### src/rtl/fifo_sync_pkg.sv
// Shared constants and helpers for the fifo_sync_flex FIFO.
//   DEF_DATA_W / DEF_DEPTH : default payload width and entry count
//   cnt_width()            : occupancy counter width, able to hold 0..DEPTH
package fifo_sync_pkg;

  localparam int unsigned DEF_DATA_W = 8;
  localparam int unsigned DEF_DEPTH  = 16;

  // One extra bit over the pointer width so that count can reach DEPTH.
  function automatic int unsigned cnt_width(input int unsigned depth);
    return $clog2(depth) + 1;
  endfunction

endpackage

### src/rtl/fifo_sync_ram.sv
// DEPTH x DATA_W storage: one write port, one registered read port.
//   i_clock, i_reset_n : clock, async active-low reset (read register only)
//   i_wr_en/addr/data  : synchronous write
//   i_rd_en/addr       : read request; o_rd_data updates one edge later
//   o_rd_data          : registered read data, holds when no read
module fifo_sync_ram #(
  parameter int unsigned DATA_W = 8,
  parameter int unsigned DEPTH  = 16,
  parameter int unsigned ADDR_W = $clog2(DEPTH)
) (
  input  logic              i_clock,
  input  logic              i_reset_n,
  input  logic              i_wr_en,
  input  logic [ADDR_W-1:0] i_wr_addr,
  input  logic [DATA_W-1:0] i_wr_data,
  input  logic              i_rd_en,
  input  logic [ADDR_W-1:0] i_rd_addr,
  output logic [DATA_W-1:0] o_rd_data
);

  logic [DATA_W-1:0] r_mem [DEPTH];
  logic [DATA_W-1:0] r_rd_data;

  // Storage array is intentionally not reset.
  always_ff @(posedge i_clock) begin
    if (i_wr_en) r_mem[i_wr_addr] <= i_wr_data;
  end

  // Read register clears on reset and holds between reads.
  always_ff @(posedge i_clock or negedge i_reset_n) begin
    if (!i_reset_n)   r_rd_data <= '0;
    else if (i_rd_en) r_rd_data <= r_mem[i_rd_addr];
  end

  assign o_rd_data = r_rd_data;

endmodule

### src/rtl/fifo_sync_flex.sv
// Synchronous single-clock FIFO with registered read data and status flags.
//   clock, reset_n          : clock, async active-low reset
//   w_enable, write_data    : write request and payload
//   r_enable                : read request
//   read_data, read_valid   : registered payload, one-cycle valid pulse
//   full, empty             : occupancy == DEPTH / == 0
//   almost_full/empty       : count >= AF_LEVEL / count <= AE_LEVEL
//   count                   : occupancy 0..DEPTH
//   overflow, underflow     : sticky error flags, present only when
//                             FIFO_SYNC_FLEX_ERR_EN is defined, else tied 0
module fifo_sync_flex
  import fifo_sync_pkg::*;
#(
  parameter int unsigned DATA_W   = DEF_DATA_W,
  parameter int unsigned DEPTH    = DEF_DEPTH,
  parameter int unsigned AF_LEVEL = DEPTH - 2,
  parameter int unsigned AE_LEVEL = 2
) (
  input  logic                        clock,
  input  logic                        reset_n,
  input  logic                        w_enable,
  input  logic                        r_enable,
  input  logic [DATA_W-1:0]           write_data,
  output logic [DATA_W-1:0]           read_data,
  output logic                        read_valid,
  output logic                        full,
  output logic                        empty,
  output logic                        almost_full,
  output logic                        almost_empty,
  output logic [cnt_width(DEPTH)-1:0] count,
  output logic                        overflow,
  output logic                        underflow
);

  localparam int unsigned PTR_W = $clog2(DEPTH);
  localparam int unsigned CNT_W = cnt_width(DEPTH);

  // Reject illegal configurations at elaboration.
  if ((DEPTH & (DEPTH - 1)) != 0 || DEPTH < 4 || DEPTH > 1024) begin : g_bad_depth
    $error("fifo_sync_flex: DEPTH must be a power of two in 4..1024");
  end
  if (AE_LEVEL >= AF_LEVEL) begin : g_bad_levels
    $error("fifo_sync_flex: AE_LEVEL must be below AF_LEVEL");
  end
  if (DATA_W < 1 || DATA_W > 64) begin : g_bad_width
    $error("fifo_sync_flex: DATA_W must be 1..64");
  end

  logic [PTR_W-1:0] r_wptr;
  logic [PTR_W-1:0] r_rptr;
  logic [CNT_W-1:0] r_count;
  logic             r_read_valid;
  logic             w_wr_acc;
  logic             w_rd_acc;

  // No bypass: a read needs stored data; a write into a full FIFO needs a paired read.
  assign w_rd_acc = r_enable && !empty;
  assign w_wr_acc = w_enable && (!full || w_rd_acc);

  // Pointers wrap naturally at the power-of-two boundary.
  always_ff @(posedge clock or negedge reset_n) begin
    if (!reset_n) begin
      r_wptr       <= '0;
      r_rptr       <= '0;
      r_read_valid <= 1'b0;
    end else begin
      if (w_wr_acc) r_wptr <= r_wptr + PTR_W'(1);
      if (w_rd_acc) r_rptr <= r_rptr + PTR_W'(1);
      r_read_valid <= w_rd_acc;
    end
  end

  // Occupancy counter.
  always_ff @(posedge clock or negedge reset_n) begin
    if (!reset_n) begin
      r_count <= '0;
    end else begin
      case ({w_wr_acc, w_rd_acc})
        2'b10:   r_count <= r_count + CNT_W'(1);
        2'b01:   r_count <= r_count - CNT_W'(1);
        default: r_count <= r_count;
      endcase
    end
  end

  fifo_sync_ram #(
    .DATA_W (DATA_W),
    .DEPTH  (DEPTH),
    .ADDR_W (PTR_W)
  ) u_ram (
    .i_clock   (clock),
    .i_reset_n (reset_n),
    .i_wr_en   (w_wr_acc),
    .i_wr_addr (r_wptr),
    .i_wr_data (write_data),
    .i_rd_en   (w_rd_acc),
    .i_rd_addr (r_rptr),
    .o_rd_data (read_data)
  );

  assign read_valid   = r_read_valid;
  assign count        = r_count;
  assign full         = (r_count == CNT_W'(DEPTH));
  assign empty        = (r_count == '0);
  assign almost_full  = (r_count >= CNT_W'(AF_LEVEL));
  assign almost_empty = (r_count <= CNT_W'(AE_LEVEL));

`ifdef FIFO_SYNC_FLEX_ERR_EN
  logic r_overflow;
  logic r_underflow;

  // Sticky until reset.
  always_ff @(posedge clock or negedge reset_n) begin
    if (!reset_n) begin
      r_overflow  <= 1'b0;
      r_underflow <= 1'b0;
    end else begin
      if (w_enable && !w_wr_acc) r_overflow  <= 1'b1;
      if (r_enable && empty)     r_underflow <= 1'b1;
    end
  end

  assign overflow  = r_overflow;
  assign underflow = r_underflow;
`else
  assign overflow  = 1'b0;
  assign underflow = 1'b0;
`endif

endmodule

### config.mk
export PLATFORM = sky130hd
export DESIGN_NAME = fifo_sync_flex
export DESIGN_NICKNAME = d
export VERILOG_FILES = /design/src/rtl/fifo_sync_pkg.sv /design/src/rtl/fifo_sync_ram.sv /design/src/rtl/fifo_sync_flex.sv
export SDC_FILE = /design/constraint.sdc
export NUM_CORES = 1
export LEC_CHECK = 0
export ABC_CLOCK_PERIOD_IN_PS = 3620
export BUFFER_PORTS_ARGS = -buffer_cell sky130_fd_sc_hd__buf_4
export CORE_MARGIN = 10
export CORE_UTILIZATION = 55
export DETAILED_ROUTE_END_ITERATION = 7
export GPL_ROUTABILITY_DRIVEN = 0
export PLACE_DENSITY_LB_ADDON = 0.12
export RECOVER_POWER = 25
export SLEW_MARGIN = 20
export SYNTH_ARGS = -nofsm -noshare
export SYNTH_HDL_FRONTEND = slang
export SYNTH_SLANG_ARGS = --single-unit
### constraint.sdc
create_clock -name clock -period 3.62 [get_ports clock]
set_input_delay 0.181 -clock clock [delete_from_list [all_inputs] [get_ports clock]]
set_output_delay 0.181 -clock clock [all_outputs]
set_load 0.05 [all_outputs]
==> run metrics <==
Final setup viols 0; routed len/inst 22.2 um; Worst VDD drop 0.489 mV; crit path from count[1]$_DFFE_PN0P_; fin crit period a little under 3 ns; antenna diode count 0; EDFF count, synth ~130; vias in the first global route around 3100; initial antenna violation count 0; WL met2 roughly 5.4 mm; total global-route track usage around 15%; die width approximately 130 um; DP Area 6430 um2; core box area roughly 11000 um2; pin count of the biggest net entering global routing 23; Worst EP arrival 3.31 ns; Via Count ~3000; chip height 125 um; Remaining DRCs 0; Port Buffers 29; layout overhead on the synthesized area 15.6%; DR iter-0 viols ~320; Synth Register Bits 150; DP Wirelength between 7 and 8 mm; die area 15700 um2; WP data required between 4 and 5 ns; CP Max Fanout 9; DRT Pass-1 Iters 4; r2r endpoint count[4]$_DFFE_PN0P_; Synth async-reset ratio 14.7%; Reg2Reg Depth 12; I/O Pins 32; Tcrit/Tclk final around 80%; gr ovfl total 0; clk_lat worst skew 0.52 ns; RSZ-0062 raised after global routing no; worst-case clock buffer depth 2; Syn Area/Cell 19.4 um2; Final nets 384; Peak Freq around 340 MHz; worst hold path endpoint r_wptr[0]$_DFFE_PN0P_; total power between 5 and 6 mW; global-route wire length before repair 17.8 mm; Min-Delay Startpoint w_enable; CTS buffer count 17; clk root buf clkbuf_8; Post-Syn Area 6110 um2; clk sinks 150; Final ANT Viol Nets 0; post-synth cell types 40; Crit Reg-Reg Startpoint count[1]$_DFFE_PN0P_; CP Launch Type flop; pwr/cell area 830 nW/um2; Post-CTS Setup Repair Bufs 0; yosys warns 0; max-slew violations 0; outcome finished clean; R2R Setup Slk 0.72 ns; Lkg Pwr ~2.5 nW; Final Hold Viols 0; sequential-to-total area share from yosys stat between 70 and 80%; CTS clk-pin slew, worst paths 0.06 ns; final wirelength 11.4 mm; H-tree Lvls 4; maxcap violations 0; Initial Util between 50% and 60%; TritonCTS clock tree built; Hold Path Class in2reg; clk_skew ~0.0085 ns; site row count 38; Rel. slew slack 11.5%; hold depth 3; Cells after Synth 315; Critical Path End Type flop; Highest Signal Layer met4; crit path kind reg2reg; Synth Flop Type edfxtp_1; worst slew pin tran between 1 and 1.5 ns; share of cells above drive strength 1 between 20% and 30%; sequential cell area 4400 um2; Via density approximately 5.8; met3 wire length between 600 and 700 um; area of the multi-input gates between 1500 and 2000 um2; Filler Cells Inserted around 750; final non-filler cell area 7070 um2; TNS Setup 0 ns; M1 WL approximately 5.2 mm
==> critical path, stage by stage (launching register included) <==
cell     delay (ns)
dfrtp_1        0.46
nor4_1         0.30
nand2_1        0.12
o21a_1         0.28
inv_1          0.09
ha_1           0.22
inv_1          0.10
fa_1           0.41
nor2b_1        0.12
o21ai_0        0.12
nand3_1        0.10
or3b_1         0.36
xnor2_1        0.13
==> power breakdown <==
group	switching [mW]	internal (mW)	total [mW]
clock	0.656	0.998	1.65
combinational	0.997	0.790	1.79
sequential	0.277	2.15	2.43
==> through the flow <==
stage                     util (%)  hold WS [ns]  worst slack, ns  instances
after floorplan                  -        -0.115            0.506        316
after global placement        59.3        0.0925            0.824        474
after detailed placement      59.3        0.0958            0.744        474
after CTS                     65.4        0.0703            0.712        515
after global routing          65.2         0.150            0.455        515
final                         65.2         0.149            0.716        515
==> cell families (layout without fill, tap and decap cells) <==
group | count (synthesis) | after routing | share of synthesized area [%]
other | 1 | 2 | 0.0614
buffers and inverters | 27 | 86 | 2.72
AOI/OAI and AO/OA | 35 | 35 | 3.83
muxes | 42 | 42 | 14.7
xor gates and xnor gates | 10 | 10 | 1.43
DFF | 150 | 150 | 71.9
and+or+nand+nor | 40 | 40 | 3.21
adders and majority gates | 10 | 10 | 2.17
==> cells in the mapped netlist (2+ instances only) <==
cell type / n / area [um2]
clkbuf_1: 6 / 22.5
buf_6: 2 / 22.5
nand2_1: 10 / 37.5
xor2_1: 3 / 26.3
a21oi_1: 11 / 55.1
o22ai_2: 4 / 50.1
nor3_1: 5 / 25.0
o22ai_1: 11 / 68.8
xnor2_1: 7 / 61.3
mux4_1: 17 / 447
nor2b_1: 2 / 12.5
edfxtp_1: 128 / 3840
nor2_1: 12 / 45.0
inv_1: 8 / 30.0
ha_1: 9 / 113
nand2b_1: 2 / 12.5
buf_12: 2 / 40.0
nand4_1: 2 / 12.5
dfrtp_1: 22 / 551
mux2_2: 9 / 101
mux4_2: 15 / 338
o21ai_0: 4 / 20.0
buf_2: 5 / 25.0
buf_4: 3 / 22.5
==> final cells by class <==
cell class / count / area share (%)
Inverter: 8 / 0.425
Tap cell: 140 / 2.48
Clock inverter: 12 / 1.81
Sequential cell: 150 / 62.2
Clock buffer: 20 / 6.16
Multi-Input combinational cell: 139 / 22.0
Timing Repair Buffer: 46 / 4.94
==> registers in the layout, indices dropped and copies added, names as in the netlist <==
register,count
r_rptr,4
u_ram.r_mem,128
read_valid,1
count,5
u_ram.o_rd_data,8
r_wptr,4
==> placed cells by master, fill, tap and decap left out, types with 3 or more instances in the layout <==
cell,instances
edfxtp_1,128
buf_4,32
dfrtp_1,21
mux4_1,17
clkbuf_16,16
mux4_2,15
nor2_1,12
a21oi_1,11
o22ai_1,11
nand2_1,10
mux2_2,9
ha_1,9
dlygate4sd3_1,9
inv_1,8
xnor2_1,7
clkbuf_1,7
nor3_1,5
clkinv_2,5
o22ai_2,4
o21ai_0,4
xor2_1,3
==> worst max-delay path by stage <==
stage	end	slack (ns)	cells after the start
global placement	count[4]$_DFFE_PN0P_	0.82	12
detailed placement	count[4]$_DFFE_PN0P_	0.74	12
floorplan	count[4]$_DFFE_PN0P_	0.51	10
finish	count[4]$_DFFE_PN0P_	0.72	12
CTS	count[4]$_DFFE_PN0P_	0.71	12
global route	count[4]$_DFFE_PN0P_	0.45	12
==> layer usage <==
layer / track usage (%) / vias to the layer above
li1: - / 1358
met2: 22.6 / 104
met3: 4.99 / 16
met1: 19.9 / 1516
met4: 5.69 / 0
met5: 0 / -
==> what timing repair did <==
item / 4_1_cts / 5_1_grt
resized for setup: 0 / 0
hold buffers: 9 / 0
hold endpoints to repair: 150 / 0
Note: power is estimated with default switching activity, not from simulation.
